$ cat src/rtl/serial_shift_ctrl_pkg.sv
// Shared types and constants for the serial frame controller.
package serial_shift_ctrl_pkg;

  typedef enum logic [2:0] {IDLE, LOW, HIGH, HOLD, DONE} state_t;

  localparam bit DIR_MSB_FIRST = 1'b0;
  localparam bit DIR_LSB_FIRST = 1'b1;

endpackage

$ cat src/rtl/Shiftreg.sv
// Parallel-load shift register primitive; DIRECTION 0 shifts toward the MSB
// (serial input enters at bit 0), DIRECTION 1 shifts toward the LSB.
module Shiftreg #(
  parameter int WIDTH     = 8,
  parameter int DIRECTION = 0
) (
  input  logic             clk,
  input  logic             clrn,
  input  logic             load,
  input  logic             en,
  input  logic [WIDTH-1:0] d,
  input  logic             si,
  output logic [WIDTH-1:0] q
);

  always_ff @(posedge clk or negedge clrn) begin
    if (!clrn)     q <= '0;
    else if (load) q <= d;
    else if (en) begin
      if (DIRECTION == 1) q <= {si, q[WIDTH-1:1]};
      else                q <= {q[WIDTH-2:0], si};
    end
  end

endmodule

$ cat src/rtl/serial_shift_ctrl.sv
// SPI-mode-0 style full-duplex frame engine: loads a word, runs WIDTH sclk
// periods with a trailing CS hold, then presents the received word.
module serial_shift_ctrl
  import serial_shift_ctrl_pkg::*;
#(
  parameter int WIDTH     = 8,
  parameter int DIV       = 2,
  parameter int DIRECTION = 0
) (
  input  logic             clk,
  input  logic             clr,
  input  logic             start_valid,
  output logic             start_ready,
  input  logic [WIDTH-1:0] tx_data,
  input  logic             abort,
  output logic             sclk,
  output logic             sdo,
  input  logic             sdi,
  output logic             frame,
  output logic             busy,
  output logic [WIDTH-1:0] rx_data,
  output logic             rx_valid
);

  localparam int DCW  = $clog2(DIV + 1);
  localparam int BCW  = (WIDTH > 2) ? $clog2(WIDTH) : 1;
  localparam int HEAD = (DIRECTION == int'(DIR_LSB_FIRST)) ? 0 : WIDTH - 1;
  localparam logic [DCW-1:0] DIV_LAST = DCW'(DIV - 1);
  localparam logic [BCW-1:0] BIT_LAST = BCW'(WIDTH - 1);

  state_t           state;
  logic [DCW-1:0]   div_cnt;
  logic [BCW-1:0]   bit_cnt;
  logic             rdy_q;
  logic             accept, div_last, in_frame, kill, tx_en, rx_en;
  logic [WIDTH-1:0] tx_q, rx_q;

  assign div_last    = (div_cnt == DIV_LAST);
  assign in_frame    = (state == LOW) || (state == HIGH) || (state == HOLD);
  assign kill        = in_frame && abort;
  assign start_ready = rdy_q && !abort;
  assign accept      = start_valid && start_ready;

  // rx samples on the sclk rising edge; tx advances on the falling edge,
  // except after the last bit where the line is parked low for HOLD.
  assign rx_en = (state == LOW)  && div_last && !abort;
  assign tx_en = (state == HIGH) && div_last && !abort && (bit_cnt != BIT_LAST);

  assign sdo = ((state == LOW) || (state == HIGH)) && tx_q[HEAD];

  Shiftreg #(.WIDTH(WIDTH), .DIRECTION(DIRECTION)) u_tx (
    .clk  (clk),
    .clrn (~clr),
    .load (accept),
    .en   (tx_en),
    .d    (tx_data),
    .si   (1'b0),
    .q    (tx_q)
  );

  Shiftreg #(.WIDTH(WIDTH), .DIRECTION(DIRECTION)) u_rx (
    .clk  (clk),
    .clrn (~clr),
    .load (accept),
    .en   (rx_en),
    .d    ({WIDTH{1'b0}}),
    .si   (sdi),
    .q    (rx_q)
  );

  // rdy_q trails IDLE by a cycle so a new accept lands two cycles after rx_valid.
  always_ff @(posedge clk or posedge clr) begin
    if (clr) begin
      state    <= IDLE;
      div_cnt  <= '0;
      bit_cnt  <= '0;
      rdy_q    <= 1'b0;
      sclk     <= 1'b0;
      frame    <= 1'b0;
      busy     <= 1'b0;
      rx_valid <= 1'b0;
      rx_data  <= '0;
    end else begin
      rx_valid <= 1'b0;
      rdy_q    <= (state == IDLE) && !accept;
      if (kill) begin
        state   <= IDLE;
        div_cnt <= '0;
        bit_cnt <= '0;
        sclk    <= 1'b0;
        frame   <= 1'b0;
        busy    <= 1'b0;
      end else begin
        case (state)
          IDLE: if (accept) begin
            state   <= LOW;
            div_cnt <= '0;
            bit_cnt <= '0;
            frame   <= 1'b1;
            busy    <= 1'b1;
          end
          LOW: begin
            if (div_last) begin
              state   <= HIGH;
              div_cnt <= '0;
              sclk    <= 1'b1;
            end else div_cnt <= div_cnt + 1'b1;
          end
          HIGH: begin
            if (div_last) begin
              div_cnt <= '0;
              sclk    <= 1'b0;
              if (bit_cnt == BIT_LAST) state <= HOLD;
              else begin
                state   <= LOW;
                bit_cnt <= bit_cnt + 1'b1;
              end
            end else div_cnt <= div_cnt + 1'b1;
          end
          HOLD: begin
            if (div_last) begin
              state   <= DONE;
              div_cnt <= '0;
              frame   <= 1'b0;
            end else div_cnt <= div_cnt + 1'b1;
          end
          DONE: begin
            state    <= IDLE;
            busy     <= 1'b0;
            rx_valid <= 1'b1;
            rx_data  <= rx_q;
          end
          default: state <= IDLE;
        endcase
      end
    end
  end

endmodule
$ cat config.mk
export PLATFORM = sky130hd
export DESIGN_NAME = serial_shift_ctrl
export DESIGN_NICKNAME = d
export VERILOG_FILES = /design/src/rtl/serial_shift_ctrl_pkg.sv /design/src/rtl/Shiftreg.sv /design/src/rtl/serial_shift_ctrl.sv
export SDC_FILE = /design/constraint.sdc
export NUM_CORES = 1
export LEC_CHECK = 0
export ABC_AREA = 1
export BUFFER_PORTS_ARGS = -buffer_cell sky130_fd_sc_hd__buf_2
export CORE_MARGIN = 2
export CORE_UTILIZATION = 45
export DETAILED_ROUTE_END_ITERATION = 8
export HOLD_SLACK_MARGIN = 0.15
export PLACE_DENSITY = 0.65
export SETUP_SLACK_MARGIN = 0.1
export SLEW_MARGIN = 20
export SYNTH_ARGS = -nofsm -noshare
export SYNTH_HDL_FRONTEND = slang
export SYNTH_SLANG_ARGS = --single-unit
$ cat constraint.sdc
create_clock -name clk -period 2.05 [get_ports clk]
set_input_delay 0.1025 -clock clk [delete_from_list [all_inputs] [get_ports clk]]
set_output_delay 0.1025 -clock clk [all_outputs]
set_load 0.03 [all_outputs]
Yosys cells after proc, flatten, opt, wreduce, memory -nomap -nowiden --
Index checks and enable logic that the tools add are counted.
Storage, ports and cells: register bits after elaboration 37, output and inout bits 14
Cells by class: add/subtract/negate cells 2, equality and inequality tests 12, mux-type cells 31, bitwise logic cells 1, reduce and logical (&&, ||, !) cells 30
Operators with widths (count):
- $mux W8 | 4
- $mux W3 | 9
- $ne A3 B3 Y1 const B | 6
- $reduce_bool A3 Y1 | 5
- $pmux W3 S4 | 1
- $logic_and A1 B1 Y1 | 10
- $mux W1 | 8
- $mux W2 | 4
- $reduce_and A4 Y1 | 2
- $eq A3 B2 Y1 const B | 2
- $eq A3 B3 Y1 const B | 2
- $pmux W1 S2 | 3
- $pmux W3 S2 | 1
- $reduce_and A2 Y1 | 3
- $reduce_and A3 Y1 | 2
- $pmux W2 S2 | 1
- $reduce_bool A2 Y1 | 2
- $add A3 B1 Y3 const B | 1
- $eq A3 B1 Y1 const B | 1
- $logic_not A3 Y1 | 1
- $reduce_or A3 Y1 | 1
- $add A2 B1 Y2 const B | 1
- $eq A2 B1 Y1 const B | 1
- $logic_not A1 Y1 | 2
- 2 further kinds | 3

Depth between registers and ports, before layout --
depth in word-level cells 6, mapped depth 8, depth with buffers taken out 8

Modules after synthesis --
From an unflattened synthesis, not the netlist that was laid out.
Unflattened totals: cell total of the unflattened synthesis 221, area total of the unflattened synthesis 1806.7 um2
Modules (own cells, without submodules):
- serial_shift_ctrl | instances 1, cells each 133, area an instance 1058.5 um2, seq. area each 525.5 um2
- Shiftreg | instances 2, cells each 44, area an instance 374.1 um2, seq. area each 200.2 um2

Worst setup path before layout --
No wires, ideal clock.
path kind reg2out, start point register state[2], end point output port sdo, data arrival time 1.286 ns, data required time 1.947 ns, setup slack 0.661 ns, stages on the path, launching flop included 7, path through dfrtp_1 buf_6 nor2_4 nand2_1 nand2_1 inv_1 nor2_1
On the way: cells in the longest elaborated chain, start to end 3, elaborated cells between the ends (all ways) 4
Ends and longest elaborated chain:
- from (decl) | RTL line serial_shift_ctrl.sv:31 | state_t state;
- from (signal assigned) | RTL line serial_shift_ctrl.sv:74 | state <= IDLE;
- from (signal assigned) | RTL line serial_shift_ctrl.sv:87 | state <= IDLE;
- from (signal assigned) | RTL line serial_shift_ctrl.sv:96 | state <= LOW;
- $eq A3 B1 Y1 or $eq A3 B2 Y1 (tied branches) | RTL line serial_shift_ctrl.sv:49 | assign sdo = ((state == LOW) || (state == HIGH)) && tx_q[HEAD];
- $logic_or A1 B1 Y1 * | RTL line serial_shift_ctrl.sv:49
- $logic_and A1 B1 Y1 * | RTL line serial_shift_ctrl.sv:49
- to (decl) | RTL line serial_shift_ctrl.sv:17 | output logic sdo,
Mark *: on every way between the ends. The rest lies on a longest branch, timed or not.

Worst setup path after layout --
Ends and elaborated chain as after synthesis.

==> results.md <==
- Post-synthesis cell count: 227
- Clk sinks: 37
- DR pass1 iterations: 5
- Vias per std cell: 4.823
- GR Util All Layers: 17.55%
- Slew @ Worst Pin: 0.5736 ns
- Hold Crit Class: in2reg
- Initial Util: 47.11%
- Share of layout cells above drive strength 1: 24.44%
- Logic gate share of total power: 38.7%
- Die Width: 68.95 um
- Clock skew: 0.002159 ns
- Simple-Gate Fraction of Synth Area: 33.22%
- Fin nets: 280
- Vias after detailed routing: 1524
- Worst path required time: 1.95 ns
- Largest cells by area after synthesis: dfrtp_1 (49%), nand2_1 (13%), o21ai_1 (6.9%), nand3_1 (6.1%), inv_1 (3.8%)
- Yosys cell types: 26
- H-tree levels: 2
- Antenna viol nets, final: 0
- Largest family of logic cells by synthesized area: simple AND/OR/NAND/NOR gates
- Post-synth EDFFs: 0
- Cell Area, Placed: 2059 um^2
- Dominant synthesized flop cell: dfrtp_1
- PwrDens: 1281 nW/um^2
- Synth Register Bits: 37
- WL per Instance: 11.23 um
- # IOs: 27
- Mean post-synth cell area: 8.362 um^2
- Outcome: complete, no violations
- # diodes: 0
- Share of Yosys cell area claimed by the top area cell type: 48.78%
- Int Power: 1.774 mW
- YS warnings: 0
- Area grow syn2layout: 21.03%
- Crit end category: primary output
- Largest area contributor in the netlist: dfrtp_1
- Register area share after synthesis: 48.78%
- Adder-cell share of the synthesized area: 1.318%
- Hold path depth: 4
- CTS Buffer Depth: 2
- Site row count: 23
- CTS buffer count: 5
- Die area: 4753 um^2
- Die Ht: 68.95 um
- Worst EP arrival: 1.66 ns
- Worst-path fanout max: 11
- Root buf cell: clkbuf_8
- Post-synth ARST share: 100.0%
- Top-count cell post-synth: nand2_1
- Fill cells: 378
- Endpoints failing setup: 0
- LEAKAGE: 1.219 nW
- PortBufs: 26
- Post-synthesis xor/xnor area fraction: 0%
- Largest net degree at the start of global routing: 38
- Clock share of power: 25.5%
- Switching power: 1.168 mW
- Post-Route WL: 3550 um
- Worst vdd ir: 0.5340 mV
- TNS Setup: 0 ns
- FMAX: 565.9 MHz
- Crit path top cell by count: nand2_1
- Power share of the sequential group: 35.8%
- Post_cts resized: 0
- Crit path depth: 6
- First-pass GRT wire length: 5982 um
- Syn Std Cell Area: 1898 um^2
- DRC errors left: 0
- Buf/Inv on CP: 2
- Post-synthesis mux area share: 0%
- Crit-path slowest cell: dfrtp_1
- Tcrit/Tclk final: 86.20%
- Core outline area: 4029 um^2
- Design area: 2297 um^2
- Placer congestion estimate: 0.8783
- Initial DRC Count: 118
- Total global routing overflow: 0
- Fin crit period: 1.767 ns
- TritonCTS clock tree: done
- Worst-skew pair later-pin latency: 0.29 ns
- CP startpoint kind: flip-flop
- Setup Crit Path Kind: reg2out
- Crit-path leading delay family: flip-flops
- Pre-CTS setup slack: 0.5668 ns
- Slew headroom: 61.76%
- Layout Utilization: 57.02%
- Sw Ratio: 39.70%
- Final HPWL from detailed placement: 2465 um
- Most frequent cells after synthesis: nand2_1 (66), dfrtp_1 (37), o21ai_1 (26)
- Syn nets: 242
- R2R cell count: 6
- Complex-gate fraction of the synthesized area: 8.372%
- Hold Fails Final Rpt: 0
- CTS clk-pin slew, worst paths: 0.07 ns
- Vias in the first global route: 1393
- Crit-path max cell delay: 0.59 ns
- Fin. max-slew vios: 0
- Final setup margin: 0.2829 ns
- RSZ-0062 raised after global routing: false
- Max-Cap Viols: 0
- Crit-path cells: nor2_4 > nand2_1 > nand2_1 > inv_1 > nor2_1 > buf_2
- Initial antenna violation count: 0
-- cell usage in the layout, fill, tap and decap left out, drive strengths merged --
master	netlist	final
a21oi	2	2
a31oi	1	1
buf	6	27
bufinv	0	2
clkbuf	0	5
clkinv	1	1
dfrtp	37	37
dlygate4sd3	0	10
ha	2	2
inv	29	30
nand2	72	72
nand3	28	28
nand4	3	3
nor2	16	16
nor3	2	2
o211ai	1	1
o21ai	27	27
-- worst register-to-register path, delay by kind of cell (launching register included) --
kind             cells  cell delay (ns)
flip-flops           1             0.59
AO/OA/AOI/OAI        1             0.12
AND/OR/NAND/NOR      5             0.68
-- stage by stage --
| stage | cells | power (mW) | hold slack, ns |
|---|---|---|---|
| 2_1_floorplan | 227 | 1.967 | 0.2193 |
| 3_3_place_gp | 298 | 2.190 | 0.2338 |
| 3_5_place_dp | 298 | 2.200 | 0.2377 |
| 4_1_cts | 316 | 2.980 | 0.1619 |
| 5_1_grt | 316 | 3.177 | 0.1822 |
| 6_report | 316 | 2.943 | 0.1624 |
-- logic make-up (layout without fill, tap and decap cells) --
group	count (synthesis)	in the layout
buf+inv	36	75
fa+ha+maj	2	2
simple gates	121	121
flops	37	37
compound gates	31	31
-- registers in the layout, indices dropped and copies added (netlist names) --
register	count
bit_cnt	3
busy	1
div_cnt	2
frame	1
rdy_q	1
rx_data	8
rx_valid	1
sclk	1
state	3
u_rx.q	8
u_tx.q	8
-- repair_timing --
action	4_1_cts	5_1_grt
hold buffers	10	0
hold endpoints to repair	46	0
setup buffers	0	0
-- metal layers --
metal  vias to the layer above  GRT usage (%)  routed length (um)  share of wire (%)
li1                        809              -                   -                  -
met1                       674          23.32                1749                 49
met2                        36          26.56                1585                 45
met3                         5          3.896                 150                4.2
met4                         0          9.559                  65                1.8
met5                         -              0                   0                  0
-- final cells by class --
cell class	count	area [um^2]	share of cell area, %
clock inverter	3	68.82	2.996
sequential	37	925.9	40.31
tap	50	62.56	2.723
clock buffer	5	68.82	2.996
timing repair buffer	37	237.7	10.35
multi-input combinational	154	814.5	35.46
inverter	30	118.9	5.174
-- power by group through the flow --
stage,registers [mW],clock network (mW),logic [mW]
after floorplan,1.13,0,0.839
after global placement,1.06,0,1.13
after detailed placement,1.07,0,1.13
after CTS,1.05,0.775,1.15
after global routing,1.08,0.802,1.29
final,1.05,0.752,1.14
-- path summary, 6_finish.rpt --
kind	to	slack, ns	startpoint
max reg2reg	bit_cnt[1]	0.57	state[2]
min reg2reg	rx_data[3]	0.47	rx_data[3]
max in group asynchronous	u_tx.q[3]	1.27	clr
min in group asynchronous	div_cnt[1]	0.47	clr
max	sdo	0.28	state[2]
min	state[2]	0.16	abort
Note: power is estimated with default switching activity, not from simulation.
